### config.mk
export PLATFORM = sky130hd
export DESIGN_NAME = sram_access_sequencer
export DESIGN_NICKNAME = d
export VERILOG_FILES = /design/src/rtl/sram_access_sequencer.sv
export SDC_FILE = /design/constraint.sdc
export NUM_CORES = 1
export LEC_CHECK = 0
export BUFFER_PORTS_ARGS = -buffer_cell sky130_fd_sc_hd__buf_2
export CORE_MARGIN = 2
export CORE_UTILIZATION = 48
export DETAILED_ROUTE_END_ITERATION = 12
export PLACE_DENSITY = 0.87
export RECOVER_POWER = 100
export SLEW_MARGIN = 30
export SYNTH_ARGS = -nofsm -noshare
export SYNTH_HDL_FRONTEND = slang
export SYNTH_SLANG_ARGS = --single-unit
### constraint.sdc
create_clock -name Clock -period 5.1 [get_ports Clock]
set_input_delay 0.255 -clock Clock [delete_from_list [all_inputs] [get_ports Clock]]
set_output_delay 0.255 -clock Clock [all_outputs]
set_load 0.005 [all_outputs]
### src/rtl/sram_access_sequencer.sv
// Phase sequencer for the image decompressor: UART load, M1, M2, VGA display.
// Owns the single SRAM port and grants it to exactly one requester per phase.
module sram_access_sequencer #(
   parameter int unsigned UART_TIMEOUT = 50000000,
   parameter bit          SKIP_UART    = 1'b0,
   parameter int unsigned IDLE_SKIP    = 16
) (
   input  logic        Clock,
   input  logic        Reset,
   input  logic        UART_start,
   input  logic [17:0] UART_SRAM_address,
   input  logic [15:0] UART_SRAM_write_data,
   input  logic        UART_SRAM_we_n,
   input  logic [17:0] M1_SRAM_address,
   input  logic [15:0] M1_SRAM_write_data,
   input  logic        M1_SRAM_we_n,
   input  logic [17:0] M2_SRAM_address,
   input  logic [15:0] M2_SRAM_write_data,
   input  logic        M2_SRAM_we_n,
   input  logic [17:0] VGA_SRAM_address,
   input  logic        M1_done,
   input  logic        M2_done,
   output logic        UART_initialize,
   output logic        UART_enable,
   output logic        M1_start,
   output logic        M2_start,
   output logic        VGA_enable,
   output logic [17:0] SRAM_address,
   output logic [15:0] SRAM_write_data,
   output logic        SRAM_we_n,
   output logic [2:0]  state_code
);

   typedef enum logic [2:0] {
      S_IDLE      = 3'd0,
      S_UART_INIT = 3'd1,
      S_UART_WAIT = 3'd2,
      S_M1_START  = 3'd3,
      S_M1_WAIT   = 3'd4,
      S_M2_START  = 3'd5,
      S_M2_WAIT   = 3'd6,
      S_DISPLAY   = 3'd7
   } state_t;

   localparam logic [25:0] TIMEOUT_LAST = 26'(UART_TIMEOUT - 1);
   localparam logic [25:0] SKIP_LAST    = 26'(IDLE_SKIP - 1);

   state_t      state;
   logic [25:0] timer;

   always_ff @(posedge Clock) begin
      if (Reset) begin
         state           <= S_IDLE;
         timer           <= '0;
         VGA_enable      <= 1'b1;
         UART_initialize <= 1'b0;
         UART_enable     <= 1'b0;
         M1_start        <= 1'b0;
         M2_start        <= 1'b0;
      end else begin
         UART_initialize <= 1'b0;
         UART_enable     <= 1'b0;
         M1_start        <= 1'b0;
         M2_start        <= 1'b0;

         // Timer measures idle time since the last UART write; saturates so it never wraps back into a match
         if (UART_initialize || !UART_SRAM_we_n) timer <= '0;
         else if (timer != '1)                   timer <= timer + 26'd1;

         case (state)
            S_IDLE, S_DISPLAY: begin
               if (UART_start) begin
                  UART_initialize <= 1'b1;
                  VGA_enable      <= 1'b0;
                  state           <= S_UART_INIT;
               end else if (state == S_IDLE && SKIP_UART && timer == SKIP_LAST) begin
                  state <= S_M1_START;
               end
            end
            S_UART_INIT: begin
               UART_enable <= 1'b1;
               state       <= S_UART_WAIT;
            end
            S_UART_WAIT: begin
               if (timer == TIMEOUT_LAST && UART_SRAM_address != '0) begin
                  UART_initialize <= 1'b1;
                  state           <= S_M1_START;
               end
            end
            S_M1_START: begin
               M1_start <= 1'b1;
               state    <= S_M1_WAIT;
            end
            S_M1_WAIT: begin
               if (M1_done) state <= S_M2_START;
            end
            S_M2_START: begin
               M2_start <= 1'b1;
               state    <= S_M2_WAIT;
            end
            S_M2_WAIT: begin
               if (M2_done) begin
                  VGA_enable <= 1'b1;
                  state      <= S_DISPLAY;
               end
            end
            default: state <= S_IDLE;
         endcase
      end
   end

   always_comb begin
      SRAM_address    = VGA_SRAM_address;
      SRAM_write_data = '0;
      SRAM_we_n       = 1'b1;
      case (state)
         S_UART_INIT, S_UART_WAIT: begin
            SRAM_address    = UART_SRAM_address;
            SRAM_write_data = UART_SRAM_write_data;
            SRAM_we_n       = UART_SRAM_we_n;
         end
         S_M1_START, S_M1_WAIT: begin
            SRAM_address    = M1_SRAM_address;
            SRAM_write_data = M1_SRAM_write_data;
            SRAM_we_n       = M1_SRAM_we_n;
         end
         S_M2_START, S_M2_WAIT: begin
            SRAM_address    = M2_SRAM_address;
            SRAM_write_data = M2_SRAM_write_data;
            SRAM_we_n       = M2_SRAM_we_n;
         end
         default: ;
      endcase
   end

   assign state_code = state;

endmodule
==> impl_metrics.json, run 1 <==
{
  "h-tree-depth": 2,
  "min_path_type": "in2reg",
  "postCtsSetupBuffers": 0,
  "post-place-ws_ns": 2.35,
  "io_buffers": 170,
  "cts.sinks": 34,
  "drtAntennaViolNets": 0,
  "fill_cells": 548,
  "final_util_pct": 64.1,
  "p_int_uw": 575,
  "synth-seq-cells": 34,
  "root_buffer": "clkbuf_8",
  "grt_overflow": 0,
  "fp.coreArea_um2": 5850,
  "synth_edf_count": 0,
  "rsz0062_at_grt": "no",
  "ios": 171,
  "gp_congestion": 0.902,
  "die_area_um2": 6600,
  "cpMostUsedCell": "o21ai_0",
  "crit_fanout": 51,
  "p_switching_uw": 303,
  "cts-buffers-inserted": 5,
  "fp-row-count": 28,
  "start_util_pct": 49.0,
  "fin_crit_ns": 3.80,
  "relSlewSlack_pct": -22.9,
  "multiInputGateArea_um2": 2010,
  "final_common_cell": "buf_2",
  "worst_setup_path_end_kind": "output pin",
  "netlist_area_um2": 2860,
  "cp_cell_sequence": "buf_12 -> o21ai_0 -> nand2_1 -> o21ai_0 -> clkbuf_1",
  "synth_cell_type_count": 44,
  "grt_util_all_layers_pct": 28.0,
  "final_area_um2": 3750,
  "ir_drop_uv": 144,
  "finalWorstSetupSlack_ns": 1.30,
  "seq_area_um2": 681,
  "wl_per_cell_um": 16.5,
  "remaining_drc_errors": 0,
  "cap_violations": 3,
  "postSynthCellCount": 380,
  "grt_start_max_net_pins": 88,
  "firstDrtPassIters": 5,
  "seq_area_frac_synth_pct": 23.8,
  "final_cell_mix": "130 x buf_2, 36 x o22ai_1, 35 x a21oi_1, 35 x nand2_1",
  "area_growth_pct": 30.9,
  "synth_top_flop_cell": "dfxtp_1",
  "swShare_pct": 34.5,
  "viasPerCell": 6.01,
  "critPathSlowestCell": "o21ai_0",
  "final_max_slew_viol_count": 80,
  "p_leak_nw": 1.42,
  "slowest_delay_ns": 1.41,
  "fin_setup_tns_ns": 0,
  "dp_hpwl_mm": 7.54,
  "cts_hold_buf": 0,
  "clock_power_share_pct": 26.5,
  "outcome": "complete, but fails checks",
  "antenna_cells": 0,
  "die_y_um": 81.2,
  "routed_wl_mm": 9.94,
  "cts_max_path_buffers": 2,
  "tightest_slew_ns": 1.82,
  "postPlaceCellArea_um2": 3690,
  "finalHoldViolations": 0,
  "violations": "max-capacitance violations, max-slew violations",
  "grt_pass1_vias": 3097,
  "grt_pass1_wl_mm": 14.5,
  "antenna_found_initial": 0,
  "syn_nets": 509,
  "vias": 3625,
  "path_clk_slew_ns": 0.07,
  "post-route-period-util_pct": 74.5,
  "setup_violations": 0,
  "synth_area_per_cell_um2": 7.54,
  "pwr-share-comb_pct": 40.4,
  "insertion_delay_ns": 0.29,
  "path_class": "reg2out",
  "layout-drive-gt1-share_pct": 31.8,
  "drt_iter0_markers": 344,
  "startpoint_type": "flip-flop",
  "power_frac_seq_pct": 33.1,
  "async_flop_share_pct": 0,
  "skew_ns": 0.00387,
  "arrival_ns": 3.55,
  "cts_resized": 0,
  "fin_nets": 656,
  "worstPathRequired_ns": 4.85,
  "ys_warn_count": 0,
  "die_w_um": 81.2,
  "cts_tree": "built",
  "max_freq_mhz": 263,
  "power_density_nw_per_um2": 234,
  "finalPower_uw": 878
}
state kept, by name, summed over array words and instances (netlist names):
| register | cells |
|---|---|
| M1_start | 1 |
| M2_start | 1 |
| UART_enable | 1 |
| UART_initialize | 1 |
| VGA_enable | 1 |
| state_code | 3 |
| timer | 26 |
area by class of cell:
cell class,instances,share of cell area (%)
repair buffers,172,22.3
well taps,75,2.50
inverters,6,0.601
multi-input cells,308,53.6
clock buffers,8,2.94
flip-flops and latches,34,18.2
routing by layer:
layer  part of all wire (%)  global-route usage [%]  wire length, µm
met4                    2.5                    9.66              244
met5                      0                       0                0
met3                    7.7                    5.67              765
met2                     50                    48.7             5000
met1                     40                    34.1             3930
synth_stat cells, types with 2 or more instances:
library cell  instances  area [µm²]
buf_6                 2        22.5
nor3_1                5        25.0
o21ai_0              21         105
nand2_1              36         135
buf_2                 3        15.0
nor4b_1               2        17.5
nand3_1              10        50.1
nor2_1               24        90.1
or4_1                 3        22.5
and2_1                2        12.5
and4_1                4        35.0
o22ai_1              36         225
o31ai_1               2        15.0
nand2b_1              2        12.5
clkbuf_1             20        75.1
dfxtp_1              34         681
mux2i_1              17         170
buf_1                 7        26.3
inv_1                 6        22.5
and3_1                7        43.8
a311oi_1              3        26.3
or3_1                 3        18.8
nand4_1              10        62.6
and4_4                3        33.8
nor4_1                9        56.3
xnor2_1              17         149
a21oi_1              35         175
o22a_1               18         158
a211oi_1              7        52.6
mux2_2               18         203
per-stage QoR:
| stage | cells | hold WS, ns |
|---|---|---|
| after floorplan | 380 | 0.332 |
| after global placement | 594 | 0.476 |
| after detailed placement | 594 | 0.487 |
| after CTS | 602 | 0.239 |
| after global routing | 603 | 0.247 |
| final | 603 | 0.251 |
power groups by stage:
stage	logic (mW)	clock network, mW	registers (mW)
5_1_grt	0.388	0.252	0.293
3_5_place_dp	0.355	0	0.300
2_1_floorplan	0.213	0	0.284
3_3_place_gp	0.344	0	0.299
4_1_cts	0.356	0.237	0.294
6_report	0.355	0.232	0.290
cell families after synthesis:
logic type,synth area share [%]
buffers and inverters,5.64
multiplexers,13.0
AO/OA/AOI/OAI,28.6
XOR/XNOR,5.20
AND/OR/NAND/NOR,23.4
adder cells (fa/ha/maj),0.437
flip-flops,23.8
worst max-delay path: cells and delay by family, from the launching register on:
family,cells,cell delay [ns]
buf+inv,2,0.60
compound gates,2,1.57
flops,1,0.90
simple gates,1,0.16
final timing paths:
path	from	to	slack [ns]	cells past startpoint
worst max-delay path	state_code[2]	SRAM_write_data[1]	1.30	5
worst min register to register	timer[1]	timer[1]	0.50	2
worst min-delay path	Reset	UART_enable	0.25	2
worst max register to register	timer[12]	timer[19]	2.16	5
Note: power is estimated with default switching activity, not from simulation.
==> run 2, diff against run 1 <==
- CORE_UTILIZATION: 48 -> 40
- PLACE_DENSITY: 0.87 -> 0.78
- clock period: 5.1 -> 3.1 ns (I/O delays scaled with it)
==> impl_metrics.json, run 2 (same netlist as run 1, synthesis figures left out) <==
{
  "worstPathRequired_ns": 2.94,
  "cp_cell_sequence": "buf_4 -> mux2i_1 -> o21ai_0 -> clkbuf_1",
  "fin_crit_ns": 2.59,
  "reg2reg_from": "timer[12]",
  "viasPerCell": 5.64,
  "finalPower_mw": 1.38,
  "postCtsSetupBuffers": 0,
  "h-tree-depth": 2,
  "postPlaceCellArea_um2": 3740,
  "setup_violations": 0,
  "worst_setup_path_end_kind": "output pin",
  "grt_pass1_vias": 3148,
  "grt_util_all_layers_pct": 23.3,
  "cts_tree": "built",
  "grt_overflow": 0,
  "layout-drive-gt1-share_pct": 31.9,
  "registers.top_by_ff_count": "timer",
  "relSlewSlack_pct": 11.8,
  "arrival_ns": 2.44,
  "cp-endpoint": "SRAM_write_data[6]",
  "drtAntennaViolNets": 0,
  "p_leak_nw": 1.41,
  "rsz0062_at_grt": "no",
  "finalHoldViolations": 0,
  "die_y_um": 88.6,
  "die_w_um": 88.6,
  "ff2ff_path_depth": 5,
  "startpoint_type": "flip-flop",
  "seq_area_um2": 682,
  "grt_pass1_wl_mm": 14.6,
  "drt_iter0_markers": 238,
  "cts_resized": 0,
  "skew_ns": 0.00501,
  "ir_drop_uv": 154,
  "crit_fanout": 70,
  "holdWs_ns": 0.154,
  "wl_per_cell_um": 15.5,
  "grt_start_max_net_pins": 71,
  "vias": 3526,
  "critPathSlowestCell": "dfxtp_2",
  "ios": 171,
  "cap_violations": 0,
  "final_area_um2": 3760,
  "gp_congestion": 0.833,
  "cts.sinks": 34,
  "final_max_slew_viol_count": 0,
  "final_common_cell": "buf_2",
  "antenna_cells": 0,
  "worstReg2RegEnd": "timer[23]",
  "post-route-period-util_pct": 83.6,
  "final_util_pct": 54.8,
  "path_clk_slew_ns": 0.07,
  "die_area_um2": 7850,
  "area_growth_pct": 31.4,
  "fin_setup_tns_ns": 0,
  "finalWorstSetupSlack_ns": 0.507,
  "cts-buffers-inserted": 5,
  "remaining_drc_errors": 0,
  "cts_max_path_buffers": 2,
  "min_path_type": "in2reg",
  "rrSetupSlack_ns": 0.62,
  "routed_wl_mm": 9.71,
  "startpoint": "state_code[2]",
  "fp-row-count": 30,
  "post-place-ws_ns": 0.600,
  "multiInputGateArea_um2": 2020,
  "outcome": "completed",
  "stdcell_count": 625,
  "root_buffer": "clkbuf_8",
  "max_freq_mhz": 386,
  "fin_nets": 658,
  "fill_cells": 676,
  "fp.coreArea_um2": 6870,
  "power_density_nw_per_um2": 367,
  "antenna_found_initial": 0,
  "path_class": "reg2out",
  "cts_hold_buf": 0,
  "largest_reg_flops": 26,
  "firstDrtPassIters": 6,
  "dp_cells": 618,
  "io_buffers": 170,
  "dp_hpwl_mm": 7.55,
  "insertion_delay_ns": 0.28,
  "final_cell_mix": "129 x buf_2, 37 x clkbuf_1, 36 x nand2_1, 36 x o22ai_1, 35 x a21oi_1",
  "start_util_pct": 41.7,
  "tightest_slew_ns": 1.32,
  "slowest_delay_ns": 1.21
}
==> run 2: area by class of cell <==
cell class	instances	area share [%]
timing repair buffer	174	22.2
sequential	34	18.1
tap	96	3.19
multi-input combinational	308	53.6
clock buffer	7	2.29
inverter	6	0.599
==> run 2: report_power, final <==
part	switching, mW	internal [mW]	leakage (nW)
registers	0.0330	0.448	0.276
logic	0.298	0.272	1.09
clock network	0.151	0.176	0.0443
total	0.482	0.897	1.41
==> run 2: worst min-delay path by stage <==
stage               start            end  depth (start not counted)
finish              Reset  state_code[1]                          2
global route        Reset  state_code[1]                          2
CTS                 Reset    UART_enable                          2
detailed placement  Reset    UART_enable                          2
global placement    Reset  state_code[1]                          2
floorplan           Reset    UART_enable                          1
==> run 2: layer usage <==
layer  GRT usage [%]  wire [µm]  up-vias
li1                -          -     1749
met1            28.2       3910     1616
met2            41.6       5010      140
met3            4.38        578       21
met4            7.16        208        0
met5               0          0        -
==> run 2: worst max-delay path, delay by kind of cell, from the launching register on <==
| kind | cells | cell delay, ns |
|---|---|---|
| AO/OA/AOI/OAI | 1 | 0.10 |
| buffers and inverters | 2 | 0.57 |
| flip-flops | 1 | 1.21 |
| multiplexers | 1 | 0.26 |
